### config.mk
export PLATFORM = sky130hd
export DESIGN_NAME = bcd_up_counter_ctrl
export DESIGN_NICKNAME = d
export VERILOG_FILES = /design/src/rtl/bcd_up_counter_ctrl.sv
export SDC_FILE = /design/constraint.sdc
export NUM_CORES = 1
export LEC_CHECK = 0
export CORE_MARGIN = 2
export CORE_UTILIZATION = 50
export CTS_CLUSTER_DIAMETER = 40
export DETAILED_ROUTE_END_ITERATION = 7
export PLACE_DENSITY_LB_ADDON = 0.12
export SETUP_SLACK_MARGIN = 0.4
export SYNTH_ARGS = -nofsm -noshare
export SYNTH_HDL_FRONTEND = slang
export SYNTH_SLANG_ARGS = --single-unit
### constraint.sdc
create_clock -name clk -period 4.45 [get_ports clk]
set_clock_uncertainty 0.2 [all_clocks]
set_input_delay 0.445 -clock clk [delete_from_list [all_inputs] [get_ports clk]]
set_output_delay 0.445 -clock clk [all_outputs]
set_load 0.03 [all_outputs]
### src/rtl/bcd_up_counter_ctrl.sv
// ---------------------------------------------------------------------------
// bcd_up_counter_ctrl
//   Two-digit BCD up-counter with a run/pause/idle controller. It counts
//   divider ticks while running, wraps from {MAX_TENS,MAX_ONES} to 00, and
//   drives the enable and phase-restart signals of the external divider.
//
// Parameters
//   MAX_TENS    terminal tens digit (0-9)
//   MAX_ONES    terminal ones digit when tens == MAX_TENS (0-9)
//
// Ports
//   clk         system clock, all state updates on rising edge
//   rst_n       asynchronous active-low reset
//   tick        one-cycle count enable from the divider
//   start_stop  one-cycle pulse: IDLE->RUN, RUN->PAUSE, PAUSE->RUN
//   clear       one-cycle pulse: back to IDLE with count 00 (highest priority)
//   bcd_tens    tens digit, registered
//   bcd_ones    ones digit, registered
//   wrap        one-cycle pulse when the count rolls over to 00
//   running     high while in RUN
//   div_en      divider enable, high only in RUN
//   div_clr     one-cycle divider phase restart on IDLE->RUN
// ---------------------------------------------------------------------------
module bcd_up_counter_ctrl #(
    parameter logic [3:0] MAX_TENS = 4'd5,
    parameter logic [3:0] MAX_ONES = 4'd9
) (
    input  logic       clk,
    input  logic       rst_n,
    input  logic       tick,
    input  logic       start_stop,
    input  logic       clear,
    output logic [3:0] bcd_tens,
    output logic [3:0] bcd_ones,
    output logic       wrap,
    output logic       running,
    output logic       div_en,
    output logic       div_clr
);

    typedef enum logic [1:0] {
        IDLE  = 2'd0,
        RUN   = 2'd1,
        PAUSE = 2'd2
    } state_t;

    state_t     r_state;
    state_t     w_next;
    logic [3:0] r_tens;
    logic [3:0] r_ones;
    logic       r_wrap;
    logic       r_div_clr;
    logic       w_cnt_en;
    logic       w_at_term;
    logic       w_start;

    // Ticks only count in RUN, and clear overrides everything.
    assign w_cnt_en = (r_state == RUN) && tick && !clear;
    assign w_start  = (r_state == IDLE) && start_stop && !clear;

    // Anything at or past the terminal value rolls to 00, so an
    // out-of-range value can never persist or grow.
    assign w_at_term = (r_tens > MAX_TENS) ||
                       ((r_tens == MAX_TENS) && (r_ones >= MAX_ONES));

    always_comb begin
        w_next = r_state;
        if (clear) begin
            w_next = IDLE;
        end else if (start_stop) begin
            case (r_state)
                IDLE:    w_next = RUN;
                RUN:     w_next = PAUSE;
                PAUSE:   w_next = RUN;
                default: w_next = IDLE;
            endcase
        end
    end

    always_ff @(posedge clk or negedge rst_n) begin
        if (!rst_n) begin
            r_state <= IDLE;
        end else begin
            r_state <= w_next;
        end
    end

    always_ff @(posedge clk or negedge rst_n) begin
        if (!rst_n) begin
            r_tens    <= 4'd0;
            r_ones    <= 4'd0;
            r_wrap    <= 1'b0;
            r_div_clr <= 1'b0;
        end else begin
            r_wrap    <= 1'b0;
            // Only a fresh start restarts the divider phase; resuming from
            // PAUSE keeps the partial period already accumulated.
            r_div_clr <= w_start;
            if (clear) begin
                r_tens <= 4'd0;
                r_ones <= 4'd0;
            end else if (w_cnt_en) begin
                if (w_at_term) begin
                    r_tens <= 4'd0;
                    r_ones <= 4'd0;
                    r_wrap <= 1'b1;
                end else if (r_ones >= 4'd9) begin
                    r_ones <= 4'd0;
                    r_tens <= r_tens + 4'd1;
                end else begin
                    r_ones <= r_ones + 4'd1;
                end
            end
        end
    end

    assign bcd_tens = r_tens;
    assign bcd_ones = r_ones;
    assign wrap     = r_wrap;
    assign div_clr  = r_div_clr;
    assign running  = (r_state == RUN);
    assign div_en   = (r_state == RUN);

endmodule

Word level (Yosys, flattened, before mapping)
Index checks and enable logic that the tools add are counted.
{"block": "word_totals", "ff_bits": 12, "input_bits": 5, "out_inout_bits": 12, "word_cells": 39}
{"block": "classes", "n_addsub": 2, "magnitude_cmp": 2, "eq_ne": 3, "muxes": 14, "n_reduce_logical": 13}
{"operator": "$mux W4", "count": 8}
{"operator": "$add A4 B1 Y4 const B", "count": 2}
{"operator": "$logic_and A1 B1 Y1", "count": 5}
{"operator": "$eq A4 B3 Y1 const B", "count": 1}
{"operator": "$ge A4 B4 Y1 const B", "count": 1}
{"operator": "$gt A4 B3 Y1 const B", "count": 1}
{"operator": "$mux W2", "count": 2}
{"operator": "$pmux W2 S2", "count": 1}
{"operator": "$reduce_bool A2 Y1", "count": 2}
{"operator": "$mux W1", "count": 3}
{"operator": "$reduce_bool A3 Y1", "count": 1}
{"operator": "$eq A2 B1 Y1 const B", "count": 1}
{"operator": "$eq A2 B2 Y1 const B", "count": 1}
{"operator": "$logic_not A2 Y1", "count": 1}
{"operator": "$reduce_and A2 Y1", "count": 1}
{"operator": "$reduce_or A2 Y1", "count": 1}
{"operator": "$logic_not A1 Y1", "count": 1}
{"operator": "$logic_or A1 B1 Y1", "count": 1}

Logic depth before layout (Yosys ltp)
Gate-level depths: netlist (run 1).
{"block": "logic_depth", "depth_word": 6, "ltp_mapped": 6, "mapped_depth_nobuf": 6}

Worst setup path after synthesis (run 1)
No wires, ideal clock.
{"block": "synth_timing", "kind": "register to register", "startpoint": "reg r_ones[1], in the netlist bcd_ones[1]", "endpoint": "reg r_ones[3], in the netlist bcd_ones[3]", "setup_ns": 0.082, "t_arrival_ns": 1.912, "t_required_ns": 4.168, "path_slack_ns": 2.256, "stages_incl_launch_ff": 7, "path_buffers": 0, "period_less_slack_ns": 2.194, "cell_sequence": "dfrtp_1 -> inv_1 -> ha_1 -> or3b_4 -> a2111oi_4 -> nand2_2 -> o22ai_1"}
{"block": "synth_via", "elab_chain_len": 6, "word_cells_on_any_way": 8, "classes_between": "add/sub: 1; order compare: 1; mux: 4; reduce/logical: 2"}
{"element": "start, declared", "line": "50", "source": "logic [3:0] r_ones;"}
{"element": "start signal, assigned", "line": "111", "source": "r_ones <= r_ones + 4'd1;"}
{"element": "$ge A4 B4 Y1", "line": "64, 107"}
{"element": "$logic_and A1 B1 Y1", "line": "64", "source": "((r_tens == MAX_TENS) && (r_ones >= MAX_ONES));"}
{"element": "$logic_or A1 B1 Y1", "line": "63", "source": "assign w_at_term = (r_tens > MAX_TENS) ||"}
{"element": "$mux W4 *", "line": "103", "source": "if (w_at_term) begin"}
{"element": "$mux W4 *", "line": "102", "source": "end else if (w_cnt_en) begin"}
{"element": "$mux W4 *", "line": "99", "source": "if (clear) begin"}
Mark *: on every way between the ends. The rest lies on a longest branch, timed or not. The select of a mux whose other input is x is not followed.
A chain may end at the register's enable or synchronous reset.

Worst setup path in the final report (run 1)
{"block": "layout_timing", "startpoint": "reg r_state[0]", "endpoint": "out div_en"}
{"block": "layout_via", "elab_chain_len": 1}
{"element": "start, declared", "line": "47", "source": "state_t r_state;"}
{"element": "start signal, assigned", "line": "84", "source": "r_state <= w_next;"}
{"element": "$eq A2 B1 Y1", "line": "122", "source": "assign div_en = (r_state == RUN);"}
{"element": "end, declared", "line": "37", "source": "output logic div_en,"}
Every way passes these cells.

==> qor.yml, run 1 <==
yosysTopAreaCell: "dfrtp_1"
multi_input_area_sq_um: 360
routed_wl_um: 1420
period_minus_slack_ns: 2.37
seqCellArea_sq_um: 300
vias: 574
place_ws_ns: 2.22
num-fill-cells: 119
initial_core_util_pct: 53.4
post_cts_resized: 0
power.leakage_nw: 0.361
cts.sinks: 12
max_slew_margin_pct: 56.0
synthMuxAreaShare_pct: 1.44
critPathRequiredTime_ns: 3.81
avgSynthCellArea_sq_um: 9.92
vias_per_cell: 5.63
ios: 17
grt_max_degree: 13
crit_path_end_kind: "output port"
hpwl_um: 1090
coreArea_sq_um: 1300
io_buffers: 16
hold_buffers: 0
synthTopCellsByCount: "dfrtp_1 (12), o21ai_0 (9), ha_1 (6), inv_1 (6), nand2_1 (4)"
max_freq_mhz: 422
vdd_ir_drop_max_v: 0.000156
path_max_fanout: 6
clockBufferDepth: 2
clkTransAtPathRegs_ns: 0.07
hp-class: "register to register"
clk_latency_ns: 0.26
power_density_nw_per_um2: 316
stdcell_count: 102
yosys.area_share.adder_pct: 10.8
synth_area_sq_um: 694
rows: 13
critPathLaunchType: "register"
fin_setup_tns_ns: 0
dieArea_sq_um: 1700
rsz0062_at_grt: "false"
ys_ff_latch: 12
synth_flop_cell: "dfrtp_1"
fin_ws_ns: 2.08
syn_nets: 81
tritoncts: "done"
synth_top_family_by_area: "compound AO/OA/AOI/OAI gates"
antenna_left: 0
cts_buffers: 3
period_share_pct: 53.3
cts_setup_buffers: 0
gp_congestion: 0.838
seq_area_frac_synth_pct: 43.2
yosys.cell_types.count: 30
tightest_slew_ns: 0.659
die_w_um: 41.3
cp_data_arrival_time_ns: 1.73
fin_nets: 100
area_growth_pct: 27.4
yosys.area_share.xor_xnor_pct: 1.26
dp.cells: 99
critPathKind: "register to output port"
grt_pass1_vias: 519
synth.area.top_cells: "dfrtp_1 (43%), ha_1 (11%), o21ai_0 (6.5%)"
drv_cap: 0
synthSimpleGateAreaFrac_pct: 19.1
grtUsageTotal_pct: 20.6
die_h_um: 41.3
drc: 0
wl_per_cell_um: 14.0
drt_iter0_drc: 13
outcome: "complete, no violations"
cts_root_buf: "clkbuf_4"
h-tree-depth: 1
synth-edff-count: 0
ys_async_sr_fraction_pct: 100
first_pass_iters: 4
final-hold-violation-count: 0
yosysMostFrequentCell: "dfrtp_1"
setup_violations: 0
yosysWarnings: 0
antenna_found_initial: 0
drive_gt1_share_pct: 6.90
syn_inst: 70
grt_pass1_wl_um: 2280
overflow: 0
diodes: 0
synth_compound_area_share_pct: 19.3
final-max-slew-violation-count: 0
yosysTopAreaCellShare_pct: 43.2
==> state kept, by name, indices dropped and copies added (netlist names) <==
signal / flops
bcd_ones: 4
wrap: 1
bcd_tens: 4
div_clr: 1
r_state: 2
==> cell families after synthesis <==
group                    Yosys count
XOR/XNOR                           1
flip-flops                        12
AND/OR/NAND/NOR                   23
adder cells (fa/ha/maj)            6
multiplexers                       1
AO/OA/AOI/OAI                     19
buffers and inverters              8
==> stage by stage <==
stage          hold WS [ns]  utilization [%]  cell area, sq um  total power [mW]
6_report              0.279             68.0               885             0.279
5_1_grt               0.305             68.0               885             0.296
4_1_cts               0.279             68.0               885             0.281
3_5_place_dp          0.270             66.3               862             0.217
3_3_place_gp          0.244             66.3               862             0.215
2_1_floorplan       -0.0506                -               694             0.185
==> power by group <==
group          internal [mW]  leakage, nW  total (mW)  switching, mW
Combinational         0.0379        0.184      0.0854         0.0475
Sequential             0.118        0.163       0.129         0.0109
Clock                 0.0312       0.0138      0.0653         0.0341
==> worst paths after layout <==
check	from	end	slack, ns	cells after the start
setup / recovery	r_state[0]	div_en	2.08	2
hold reg to reg	r_state[1]	div_clr	0.28	1
hold / removal	r_state[1]	div_clr	0.28	1
setup reg to reg	bcd_ones[0]	bcd_ones[0]	2.23	5
max in group asynchronous	rst_n	r_state[0]	3.37	1
min in group asynchronous	rst_n	bcd_ones[2]	0.32	1
==> final cells by class <==
cell class / instances / area share, %
multi-input combinational: 50 / 40.7
sequential: 12 / 33.9
inverter: 6 / 2.55
timing repair buffer: 16 / 18.1
clock buffer: 3 / 2.55
tap: 15 / 2.12
==> per-layer routing <==
metal	vias to the layer above	share of wire (%)	track usage [%]
li1	285	-	-
met1	274	46	27.2
met2	13	50	33.6
met3	2	3.8	3.26
met4	0	0.28	7.26
met5	-	0	0
==> placed cells by master, fill, tap and decap left out, drive strengths merged, types with 2 or more instances in the layout <==
master,synthesis,routed
nand2,5,5
dfrtp,12,12
nand4,3,3
clkdlybuf4s50,0,16
nor2b,2,2
ha,6,6
clkbuf,1,3
o21ai,10,10
a21oi,2,2
nand2b,2,2
nor3,2,2
nor2,2,2
nand3,2,2
a2111oi,2,2
inv,6,6
==> worst max-delay path, stage by stage, from the launching register on <==
cell and delay, ns:
dfrtp_1 0.38, nor2b_1 0.34, clkdlybuf4s50_1 0.74
(Power assumes the default switching activity.)
==> run 2: changes to the inputs <==
--- a/config.mk
+++ b/config.mk
@@ -6,7 +6,7 @@
 export NUM_CORES = 1
 export LEC_CHECK = 0
 export CORE_MARGIN = 2
-export CORE_UTILIZATION = 50
+export CORE_UTILIZATION = 47
 export CTS_CLUSTER_DIAMETER = 40
 export DETAILED_ROUTE_END_ITERATION = 7
 export PLACE_DENSITY_LB_ADDON = 0.12
==> constraint.sdc (replaced) <==
create_clock -name clk -period 2.3 [get_ports clk]
set_clock_uncertainty 0.2 [all_clocks]
set_input_delay 0.23 -clock clk [delete_from_list [all_inputs] [get_ports clk]]
set_output_delay 0.23 -clock clk [all_outputs]
set_load 0.03 [all_outputs]
==> run 2 against run 1 <==
Compared with the run above:
- first-iteration DRC count grew 62%
- final cell count grew 5.9%
- sequential cell count is the same
- via count grew 6.6%
- die area grew 5.8%
- highest routed layer unchanged
- register-to-register slack lost 1.9 ns
- worst setup slack lost 1.8 ns
==> qor.yml, run 2 (same netlist as run 1, synthesis figures left out) <==
rsz0062_at_grt: "true"  # was false
crit_family: "compound AO/OA/AOI/OAI gates"  # was buffers and inverters
path_buf_inv: 1  # unchanged
path_max_fanout: 3  # was 6
ios: 17  # unchanged
drive_gt1_share_pct: 23.7  # was 6.90%
h-tree-depth: 1  # unchanged
outcome: "complete, no violations"  # unchanged
power_frac_seq_pct: 40.5  # was 46.0%
clockBufferDepth: 2  # unchanged
diodes: 0  # unchanged
critPathSlowestCell: "dfrtp_2"  # was clkdlybuf4s50_1
io_buffers: 16  # unchanged
comb_power_share_pct: 32.6  # was 30.6%
drc: 0  # unchanged
whs_ns: 0.101  # was 0.279 ns
hpwl_um: 1030  # was 1090 um
place_ws_ns: 0.252  # was 2.22 ns
clk_latency_ns: 0.27  # was 0.26 ns
critPathRequiredTime_ns: 2.30  # was 3.81 ns
tritoncts: "done"  # unchanged
critPathLaunchType: "register"  # unchanged
fin_ws_ns: 0.299  # was 2.08 ns
wl_per_cell_um: 13.9  # was 14.0 um
grt_pass1_vias: 565  # was 519
grt_pass1_wl_um: 2570  # was 2280 um
setup_violations: 0  # unchanged
crit_path_end_kind: "register"  # was output port
vdd_ir_drop_max_v: 0.000340  # was 0.000156 V
clkTransAtPathRegs_ns: 0.08  # was 0.07 ns
layout_commonest_cell: "clkdlybuf4s50_1"  # unchanged
fin_setup_tns_ns: 0  # unchanged
coreArea_sq_um: 1330  # was 1300 sq um
hp-class: "input port to asynchronous set/reset pin"  # was register to register
num-fill-cells: 109  # was 119
p_sw_share_pct: 32.3  # was 33.1%
routed_wl_um: 1500  # was 1420 um
die_h_um: 42.4  # was 41.3 um
cts_buffers: 3  # unchanged
fin_nets: 105  # was 100
period_minus_slack_ns: 2.00
critPathKind: "register to register"  # was register to output port
period_share_pct: 87.0
power.leakage_nw: 0.420  # was 0.361 nW
grt_max_degree: 13  # unchanged
max_freq_mhz: 500
cts.sinks: 12  # unchanged
die_w_um: 42.4  # was 41.3 um
dp.cells: 99  # unchanged
rows: 13  # unchanged
final-hold-violation-count: 0  # unchanged
power.switching_mw: 0.200  # was 0.0925 mW
area_growth_pct: 41.6  # was 27.4%
cts_root_buf: "clkbuf_4"  # unchanged
max_slew_margin_pct: 58.1  # was 56.0%
antenna_left: 0  # unchanged
overflow: 0  # unchanged
drv_cap: 0  # unchanged
grtUsageTotal_pct: 18.6  # was 20.6%
worstPathCellList: "ha_2 -> or3b_4 -> a2111oi_4 -> buf_4 -> nand2_4 -> o22ai_2"  # was nor2b_1 -> clkdlybuf4s50_1
stdcell_count: 108  # was 102
internal_power_mw: 0.418  # was 0.187 mW
first_pass_iters: 4  # unchanged
cp_data_arrival_time_ns: 2.00  # was 1.73 ns
power_density_nw_per_um2: 628  # was 316 nW/um^2
vias: 612  # was 574
critPathMaxStageDelay_ns: 0.44  # was 0.74 ns
final-max-slew-violation-count: 0  # unchanged
initial_core_util_pct: 52.1  # was 53.4%
drt_iter0_drc: 21  # was 13
antenna_found_initial: 0  # unchanged
gp_congestion: 0.799  # was 0.838
vias_per_cell: 5.67  # was 5.63
clock_power_share_pct: 26.9  # was 23.4%
tightest_slew_ns: 0.628  # was 0.659 ns
dieArea_sq_um: 1800  # was 1700 sq um
layout_common_cells: "clkdlybuf4s50_1 (12), dfrtp_1 (10), o21ai_0 (6)"  # was clkdlybuf4s50_1 (16), dfrtp_1 (12), o21ai_0 (9)
## run 2: changes by cell type in the layout (fill, tap and decap cells not counted), moves of 3 or more
cell | previous run | this run
o21ai_1 | 1 | 4
o21ai_0 | 9 | 6
clkdlybuf4s50_1 | 16 | 12
dlygate4sd2_1 | 0 | 3
buf_4 | 0 | 5
## run 2: metrics by stage
stage	util (%)	total power [mW]	instance area [sq um]
after floorplan	-	0.362	704
after global placement	65.4	0.420	872
after detailed placement	65.4	0.423	872
after CTS	70.1	0.602	935
after global routing	73.7	0.652	983
final	73.7	0.618	983
## run 2: worst register-to-register path: stages, from the launching register on
cell and delay, ns:
dfrtp_2 0.44, ha_2 0.18, or3b_4 0.39, a2111oi_4 0.33, buf_4 0.21, nand2_4 0.06
o22ai_2 0.13
## run 2: final timing paths
path                              from          end  slack (ns)  depth (start not counted)
setup / recovery           bcd_ones[0]  bcd_ones[3]        0.30                          6
hold reg to reg             r_state[0]      div_clr        0.28                          1
min in group clk            r_state[0]      div_clr        0.28                          1
max in group asynchronous        rst_n  bcd_ones[1]        1.42                          1
hold / removal                   rst_n  bcd_ones[3]        0.10                          1
setup reg to reg           bcd_ones[0]  bcd_ones[3]        0.30                          6
## run 2: power by group through the flow
stage	clock, mW	combinational (mW)	sequential [mW]
CTS	0.171	0.184	0.247
global route	0.178	0.222	0.252
global placement	0	0.165	0.254
detailed placement	0	0.167	0.256
finish	0.166	0.202	0.250
floorplan	0	0.0820	0.280
## run 2: timing repair
item	4_1_cts	5_1_grt
hold buffers	0	0
hold endpoints to repair	0	0
gates resized for setup	6	9
pin swaps	1	3
buffers inserted	4	1
endpoints found under the setup margin	11	12
gates cloned	0	0
## run 2: cell type report
class	count	area, sq um	area share (%)
Multi-Input combinational cell	50	404	41.1
Sequential cell	12	303	30.8
Timing Repair Buffer	21	196	20.0
Clock buffer	4	36.3	3.69
Inverter	6	25.0	2.54
Tap cell	15	18.8	1.91
## run 2: layer usage
| metal | track usage (%) | share of wire, % |
|---|---|---|
| met5 | 0 | 0 |
| met4 | 5.63 | 0.53 |
| met3 | 3.88 | 4.7 |
| met2 | 28.9 | 47 |
| met1 | 25.8 | 47 |
